[config.mk]
export PLATFORM = sky130hd
export DESIGN_NAME = seven_segment_mux_driver
export DESIGN_NICKNAME = d
export VERILOG_FILES = /design/src/rtl/seven_segment_mux_driver.sv
export SDC_FILE = /design/constraint.sdc
export NUM_CORES = 1
export LEC_CHECK = 0
export CAP_MARGIN = 30
export CORE_AREA = 2 2 76 78
export DETAILED_ROUTE_END_ITERATION = 6
export DIE_AREA = 0 0 78 80
export DONT_BUFFER_PORTS = 1
export PLACE_DENSITY = 0.74
export SYNTH_ARGS = -nofsm -noshare
export SYNTH_HDL_FRONTEND = slang
export SYNTH_SLANG_ARGS = --single-unit
[constraint.sdc]
create_clock -name clk -period 2.58 [get_ports clk]
set_clock_uncertainty 0.2 [all_clocks]
set_input_delay 0.258 -clock clk [delete_from_list [all_inputs] [get_ports clk]]
set_output_delay 0.258 -clock clk [all_outputs]
set_load 0.02 [all_outputs]
[src/rtl/seven_segment_mux_driver.sv]
// Binary-to-decimal multiplexed seven-segment driver: sequential double-dabble
// conversion feeding a registered digit scan with optional leading-zero blanking.
module seven_segment_mux_driver #(
   parameter int WIDTH       = 8,
   parameter int DIGITS      = 3,
   parameter int REFRESH_DIV = 1000,
   parameter int ACTIVE_LOW  = 0,
   parameter int BLANK_LZ    = 1
) (
   input  logic              clk,
   input  logic              rst_n,
   input  logic              load,
   input  logic [WIDTH-1:0]  num,
   output logic              busy,
   output logic              overflow,
   output logic [6:0]        seg,
   output logic [DIGITS-1:0] an
);

   localparam int CW = (WIDTH > 1) ? $clog2(WIDTH) : 1;
   localparam int RW = (REFRESH_DIV > 1) ? $clog2(REFRESH_DIV) : 1;
   localparam int IW = (DIGITS > 1) ? $clog2(DIGITS) : 1;
   localparam logic POL = (ACTIVE_LOW != 0);

   function automatic logic [63:0] pow10(input int n);
      logic [63:0] p;
      p = 64'd1;
      for (int i = 0; i < n; i++) p = p * 64'd10;
      return p;
   endfunction

   localparam logic [63:0] LIMIT = pow10(DIGITS);

   function automatic logic [6:0] enc(input logic [3:0] d);
      case (d)
         4'd0:    enc = 7'h3F;
         4'd1:    enc = 7'h06;
         4'd2:    enc = 7'h5B;
         4'd3:    enc = 7'h4F;
         4'd4:    enc = 7'h66;
         4'd5:    enc = 7'h6D;
         4'd6:    enc = 7'h7D;
         4'd7:    enc = 7'h07;
         4'd8:    enc = 7'h7F;
         4'd9:    enc = 7'h6F;
         default: enc = 7'h00;
      endcase
   endfunction

   typedef enum logic {IDLE, CONV} state_t;

   state_t              state_q, state_d;
   logic                accept, commit, last;
   logic [CW-1:0]       cnt_q;
   logic [WIDTH-1:0]    sr_q, sr_nx;
   logic [4*DIGITS-1:0] bcd_q, bcd_adj, bcd_nx;
   logic                ovf_pend_q, ovf_q;
   logic [4*DIGITS-1:0] disp_q;

   assign last     = (state_q == CONV) && (cnt_q == CW'(WIDTH - 1));
   assign busy     = (state_q == CONV);
   assign overflow = ovf_q;

   always_ff @(posedge clk or negedge rst_n) begin
      if (!rst_n) state_q <= IDLE;
      else        state_q <= state_d;
   end

   always_comb begin
      state_d = state_q;
      accept  = 1'b0;
      commit  = 1'b0;
      case (state_q)
         IDLE: if (load) begin
            accept  = 1'b1;
            state_d = CONV;
         end
         CONV: if (last) begin
            commit  = 1'b1;
            state_d = IDLE;
         end
         default: state_d = IDLE;
      endcase
   end

   // One double-dabble step: correct nibbles >= 5, then shift the whole {bcd,sr} left.
   always_comb begin
      bcd_adj = bcd_q;
      for (int i = 0; i < DIGITS; i++) begin
         if (bcd_q[4*i +: 4] >= 4'd5) bcd_adj[4*i +: 4] = bcd_q[4*i +: 4] + 4'd3;
      end
      {bcd_nx, sr_nx} = {bcd_adj, sr_q} << 1;
   end

   always_ff @(posedge clk or negedge rst_n) begin
      if (!rst_n) begin
         cnt_q      <= '0;
         sr_q       <= '0;
         bcd_q      <= '0;
         ovf_pend_q <= 1'b0;
         disp_q     <= '0;
         ovf_q      <= 1'b0;
      end else begin
         if (accept) begin
            sr_q       <= num;
            bcd_q      <= '0;
            cnt_q      <= '0;
            ovf_pend_q <= ({{(64-WIDTH){1'b0}}, num} >= LIMIT);
         end else if (state_q == CONV) begin
            sr_q  <= sr_nx;
            bcd_q <= bcd_nx;
            cnt_q <= cnt_q + 1'b1;
         end
         if (commit) begin
            disp_q <= bcd_nx;
            ovf_q  <= ovf_pend_q;
         end
      end
   end

   logic [RW-1:0]     rcnt_q;
   logic [IW-1:0]     idx_q, idx_nx;
   logic              rwrap;
   logic [DIGITS-1:0] blank;
   logic              zero_above, blk;
   logic [3:0]        digit;
   logic [6:0]        pat;

   assign rwrap  = (rcnt_q == RW'(REFRESH_DIV - 1));
   assign idx_nx = !rwrap ? idx_q : (idx_q == IW'(DIGITS - 1)) ? '0 : idx_q + 1'b1;

   // The output register is loaded from the next index so an/seg move with the counter wrap.
   always_comb begin
      zero_above = 1'b1;
      blank      = '0;
      digit      = 4'd0;
      blk        = 1'b0;
      for (int k = DIGITS - 1; k >= 0; k--) begin
         zero_above = zero_above && (disp_q[4*k +: 4] == 4'd0);
         blank[k]   = (BLANK_LZ != 0) && (k != 0) && zero_above;
      end
      for (int k = 0; k < DIGITS; k++) begin
         if (IW'(k) == idx_nx) begin
            digit = disp_q[4*k +: 4];
            blk   = blank[k];
         end
      end
      if (ovf_q)    pat = 7'h40;
      else if (blk) pat = 7'h00;
      else          pat = enc(digit);
   end

   always_ff @(posedge clk or negedge rst_n) begin
      if (!rst_n) begin
         rcnt_q <= '0;
         idx_q  <= '0;
         seg    <= {7{POL}} ^ 7'h3F;
         an     <= {DIGITS{POL}} ^ DIGITS'(1);
      end else begin
         rcnt_q <= rwrap ? '0 : rcnt_q + 1'b1;
         idx_q  <= idx_nx;
         seg    <= {7{POL}} ^ pat;
         an     <= {DIGITS{POL}} ^ (DIGITS'(1) << idx_nx);
      end
   end

endmodule

# --- Word-level counts from Yosys, hierarchy flattened ---
# Memories as Yosys holds them, arrays and structs flattened.
# Cells that the tools add are included.
word_totals:
  reg_bits: 58
  latchBits: 0
  mem_bits_rw: 0
  mem_bits_ro: 112
  inputBits: 11
  output_inout_bits: 12
  elab_cells: 56
  n_memories: 1
memory_table:
  columns: ["memory", "words", "word_bits", "rd", "rd_clocked_by_memory_dff", "write_ports", "line", "rtl"]
  rows:
  - ["(name not given)", 16, 7, 1, 0, 0, "35", "case (d)"]
classes:
  n_addsub: 6
  n_mul: 0
  div: 0
  magnitude_cmp: 3
  eq_ne: 5
  shifts: 1
  n_mux: 24
  n_bitwise: 1
  n_reduce_logical: 6
op_table:
  columns: ["operator", "count"]
  rows:
  - ["12-bit 2-to-1 mux", 2]
  - ["4-bit 2-to-1 mux", 5]
  - ["8-bit 2-to-1 mux", 2]
  - ["4-bit by 3-bit greater-or-equal comparator with 1-bit output, second input constant", 3]
  - ["10-bit by 1-bit adder with 10-bit output, second input constant", 1]
  - ["10-bit == test, second input constant", 1]
  - ["10-bit 2-to-1 mux", 1]
  - ["3-bit 2-to-1 mux", 3]
  - ["4-bit by 2-bit adder with 4-bit output, second input constant", 2]
  - ["4-bit logical NOT", 2]
  - ["1-bit 2-to-1 mux", 7]
  - ["7-bit 2-to-1 mux", 1]
  - ["2-bit 2-to-1 mux", 2]
  - ["3-bit by 1-bit adder with 3-bit output, second input constant", 1]
  - ["3-bit by 2-bit adder with 3-bit output, second input constant", 1]
  - ["3-bit == test, second input constant", 1]
  - ["1-bit by 2-bit << shifter with 3-bit output, first input constant", 1]
  - ["2-bit by 1-bit adder with 2-bit output, second input constant", 1]
  - ["1-bit by 2-bit == test with 1-bit output, first input constant", 1]
  - ["2-bit == test, first input constant", 1]
  - ["2-bit == test, second input constant", 1]
  - ["1-bit logical AND", 2]
  - ["2-bit logical NOT", 1]
  - ["1-bit one-hot mux with 2 select lines", 1]
  - ["other kinds (2)", 2]

# --- Logic depth before layout (Yosys ltp) ---
# An unclocked memory read counts as a cell.
logic_depth:
  depth_word: 9
  depth_mapped: 11
  ltp_nobuf: 10

# --- Worst setup path after synthesis ---
# Ideal clock, no wire load.
synth_path:
  path_kind: "flip-flop to flip-flop"
  start: "register rcnt_q[0]"
  end: "register seg[6]"
  setup_time_ns: 0.076
  arrival_time_ns: 2.414
  required_ns: 2.304
  slack_ns: -0.110
  stages_incl_launch_ff: 10
  n_path_buf: 0
  synth_period_minus_slack_ns: 2.690
  path_cell_list: "dfrtp_1 > ha_1 > nand4b_4 > o31a_1 > a22o_2 > a211oi_1 > inv_1 > ha_1 > mux2_2 > o21ai_1"
synth_between:
  elab_chain_len: 8
  word_cells_on_any_way: 12
  cone_classes: "3 x eq/ne; 7 x mux; 1 x reduce/logical; 1 x memory"
synth_rtl:
  columns: ["item", "line", "rtl"]
  rows:
  - ["start: declaration", "121", "logic [RW-1:0] rcnt_q;"]
  - ["start signal: assignment", "160", "rcnt_q <= rwrap ? '0 : rcnt_q + 1'b1;"]
  - ["10-bit == test *", "129", "assign rwrap = (rcnt_q == RW'(REFRESH_DIV - 1));"]
  - ["2-bit 2-to-1 mux *", "130", "assign idx_nx = !rwrap ? idx_q : (idx_q == IW'(DIGITS - 1)) ? '0 : idx_q + 1'b1;"]
  - ["2-bit logical NOT", "143", "if (IW'(k) == idx_nx) begin"]
  - ["4-bit 2-to-1 mux (3 in series)", "143", null]
  - ["memory 16 x 7 bit", null, null]
  - ["7-bit 2-to-1 mux *", "149", "else if (blk) pat = 7'h00;"]
  - ["via pat[6]", "127", "logic [6:0] pat;"]
  - ["end signal: assignment", "157", "seg <= {7{POL}} ^ 7'h3F;"]
  - ["end signal: assignment", "162", "seg <= {7{POL}} ^ pat;"]
  - ["end: declaration", "16", "output logic [6:0] seg,"]
# Mark *: on every way through the listed nets, which the timed path passes. The rest lies on a longest branch.
# A chain may end at the register's enable or synchronous reset.

# --- Final worst setup path ---
layout_path:
  start: "register rcnt_q[1]"
  end: "register seg[6]"
# The elaborated chain is that of the path after synthesis.

==> reports/metrics.csv <==
stage,metric,value,unit
floorplan,core_footprint,5410,um^2
synth,part_of_the_yosys_area_used_for_sequential_elements,48.4,%
sta,slew_headroom,56.1,%
global_routing,grt_remaining_overflow,0,
clocking,cts-root-to-sink-buffers,2,
synth,synth_edf_count,0,
detailed_routing,drt_wl_total,5610,um
final_layout,insertedDiodeCount,0,
setup_path,crit_start,rcnt_q[1]$_DFF_PN0_,
clocking,clock_sinks,58,
place,dp_slack,-0.0704,ns
clocking,clock_latency,0.33,ns
sta,final_max_slew_viol_count,0,
final_layout,seq_area,1460,um^2
floorplan,pin_count,23,
synth,yosysWarningCount,0,
final_layout,post_route_cells_drive_above_1_share,19.6,%
power_and_ir_drop,ir_worst_vdd,0.000661,V
sta,rsz0062_at_grt,no,
sta,finalHoldViolCount,0,
global_routing,grt_first_pass_wirelength,9760,um
setup_path,critPathCaptureType,flop,
detailed_routing,drt-initial-drc-count,69,
final_layout,layout-area-overhead-vs-synth,17.3,%
floorplan,die-area,6240,um^2
place,dp_cells,361,
final_layout,share_of_the_core_filled_with_cells_in_the_final_layout,65.5,%
clocking,cts.root.buffer_cell,sky130_fd_sc_hd__clkbuf_8,
sta,min_period_over_period,95.0,%
flow_run,max_cap_violations,0,
clocking,clock_tree.htree_level_count,3,
setup_path,worstPathMaxFanout,4,
detailed_routing,ant_nets,0,
synth,mappedNetlistNets,313,
place,dpl.hpwl,3750,um
synth,netlist_area,3020,um^2
clocking,numCtsBuffers,9,
floorplan,floorplan.die.height,80,um
sta,final_report_setup_violation_count,0,
place,place.port_buffers,0,
global_routing,antenna_found_initial,0,
detailed_routing,drt_pass_1_iters,4,
setup_path,cp.required,2.63,ns
floorplan,initial_utilization,55.8,%
setup_path,critical_path.reg2reg.startpoint,rcnt_q[1]$_DFF_PN0_,
min_path,tightest_hold_check_type,in2reg,
floorplan,rows,27,
synth,postSynth.asyncResetShare,100,%
sta,worst_margin_pin_slew,0.657,ns
place,gp_routability_congestion,0.872,
synth,syn_avg_cell_area,10.5,um^2
global_routing,first_global_vias,2167,
synth,synthCells,288,
sta,hold_ws,0.116,ns
detailed_routing,route.detailed.vias_per_inst,5.55,
sta,finalWorstPathRequiredPeriod,2.45,ns
final_layout,finish.net_count,338,
sta,max_clock_freq,408,MHz
sta,worst_slack,0.130,ns
synth,count_of_cell_types_in_the_netlist,50,
synth,synth_register_bits,58,
power_and_ir_drop,power.total,3.86,mW
final_layout,fill_cells,432,
outcome,run_status,completed,
global_routing,track_usage,20.0,%
clocking,cts_tree,done,
setup_path,critPathArrivalTime,2.50,ns
detailed_routing,vias,2158,
power_and_ir_drop,power_density,1090,nW/um^2
final_layout,final-instance-count-excl-fill,389,
power_and_ir_drop,static-leakage-power,1.69,nW
setup_path,worst-setup-path-type,reg2reg,
floorplan,die-width,78,um
synth,synth_flop_type,sky130_fd_sc_hd__dfrtp_1,
min_path,worst_hold_startpoint,load,
detailed_routing,drc_violation_count_after_routing,0,
setup_path,worstSetupStartpointType,flop,
global_routing,grt_start_max_net_pins,59,
clocking,clock_input_transition_at_the_sequential_cells_of_the_worst_setup_and_hold_paths,0.06,ns
detailed_routing,post_drt_wl_per_cell,14.4,um
final_layout,multi_input_area,1500,um^2
through the flow:
stage	setup TNS (ns)	instance area, um^2
2_1_floorplan	0	3030
3_3_place_gp	0	3170
3_5_place_dp	-0.103	3170
4_1_cts	0	3510
5_1_grt	0	3540
6_report	0	3540
state kept, by name, summed over array words and instances (netlist names):
signal	flops
cnt_q	3
rcnt_q	10
bcd_q	12
sr_q	8
disp_q	12
an	3
busy	1
idx_q	2
seg	7
layout by cell type, fill, tap and decap left out, types with 5 or more instances in the layout:
cell type | netlist | final
sky130_fd_sc_hd__inv_1 | 14 | 13
sky130_fd_sc_hd__dlygate4sd3_1 | 0 | 10
sky130_fd_sc_hd__a21oi_1 | 11 | 11
sky130_fd_sc_hd__nor2b_1 | 6 | 6
sky130_fd_sc_hd__mux2_2 | 9 | 9
sky130_fd_sc_hd__o21ai_0 | 22 | 22
sky130_fd_sc_hd__clkbuf_8 | 0 | 10
sky130_fd_sc_hd__ha_1 | 14 | 12
sky130_fd_sc_hd__a22o_1 | 8 | 8
sky130_fd_sc_hd__xnor2_1 | 5 | 5
sky130_fd_sc_hd__nand2_1 | 39 | 39
sky130_fd_sc_hd__mux2i_1 | 19 | 18
sky130_fd_sc_hd__nor2_1 | 16 | 16
sky130_fd_sc_hd__dfrtp_1 | 51 | 51
sky130_fd_sc_hd__dfstp_2 | 7 | 7
sky130_fd_sc_hd__buf_4 | 2 | 12
final cells by class:
type | instances | area share, %
Multi-Input combinational cell | 204 | 42.3
Sequential cell | 58 | 41.3
Timing Repair Buffer | 25 | 7.03
Clock buffer | 12 | 4.10
Tap cell | 72 | 2.55
Inverter | 15 | 1.59
Clock inverter | 3 | 1.13
power by group:
| part | internal, mW | switching (mW) | leakage, nW | total [mW] |
|---|---|---|---|---|
| logic | 0.722 | 0.755 | 0.873 | 1.48 |
| clock network | 0.464 | 0.338 | 0.0962 | 0.803 |
| registers | 1.26 | 0.322 | 0.721 | 1.58 |
logic make-up (layout without fill, tap and decap cells):
logic type	after synthesis	in the layout	synth area share (%)
mux	28	28	9.66
buf+inv	26	55	3.52
other cells	1	1	0.124
xor+xnor	9	9	2.61
fa+ha+maj	15	15	6.14
simple gates	84	84	14.2
flops	58	58	48.4
compound gates	67	67	15.4
metal layers:
| metal | wire, um | part of all wire [%] | up-vias | GRT usage [%] |
|---|---|---|---|---|
| met3 | 162 | 2.9 | 7 | 3.85 |
| li1 | - | - | 1056 | - |
| met5 | 0 | 0 | - | 0 |
| met4 | 65 | 1.2 | 0 | 9.65 |
| met1 | 2560 | 46 | 1056 | 25.0 |
| met2 | 2820 | 50 | 39 | 33.6 |
cell usage after synthesis (7+ instances only):
cell type / instances / area share, %
sky130_fd_sc_hd__dfrtp_1: 51 / 42
sky130_fd_sc_hd__nand2_1: 39 / 4.9
sky130_fd_sc_hd__o21ai_0: 22 / 3.6
sky130_fd_sc_hd__mux2i_1: 19 / 6.3
sky130_fd_sc_hd__nor2_1: 16 / 2.0
sky130_fd_sc_hd__ha_1: 14 / 5.8
sky130_fd_sc_hd__inv_1: 14 / 1.7
sky130_fd_sc_hd__a21oi_1: 11 / 1.8
sky130_fd_sc_hd__mux2_2: 9 / 3.4
sky130_fd_sc_hd__a22o_1: 8 / 2.3
sky130_fd_sc_hd__clkbuf_1: 7 / 0.87
sky130_fd_sc_hd__dfstp_2: 7 / 6.1
critical path: stages (launching register included):
cell                       delay [ns]
sky130_fd_sc_hd__dfrtp_1         0.41
sky130_fd_sc_hd__ha_4            0.17
sky130_fd_sc_hd__nand4b_4        0.13
sky130_fd_sc_hd__o31a_1          0.29
sky130_fd_sc_hd__a22o_2          0.24
sky130_fd_sc_hd__a211oi_4        0.30
sky130_fd_sc_hd__inv_2           0.07
sky130_fd_sc_hd__ha_2            0.19
sky130_fd_sc_hd__mux2_2          0.25
sky130_fd_sc_hd__o21ai_1         0.11
worst paths after layout:
check / endpoint / slack [ns] / depth (start not counted)
max reg2reg: seg[6]$_DFF_PN0_ / 0.13 / 9
min in group asynchronous: rcnt_q[4]$_DFF_PN0_ / 0.25 / 2
min: cnt_q[2]$_DFFE_PN0P_ / 0.12 / 2
min reg2reg: sr_q[3]$_DFFE_PN0P_ / 0.30 / 2
max: seg[6]$_DFF_PN0_ / 0.13 / 9
max in group asynchronous: seg[2]$_DFF_PN1_ / 1.65 / 2
repair_timing:
action	CTS	global route
endpoints found under the hold margin	74	0
hold buffers	11	0
buffers inserted	0	2
resized for setup	4	6
pin swaps	1	3
setup endpoints to repair	3	7
Power figures use the tool's default switching activity.
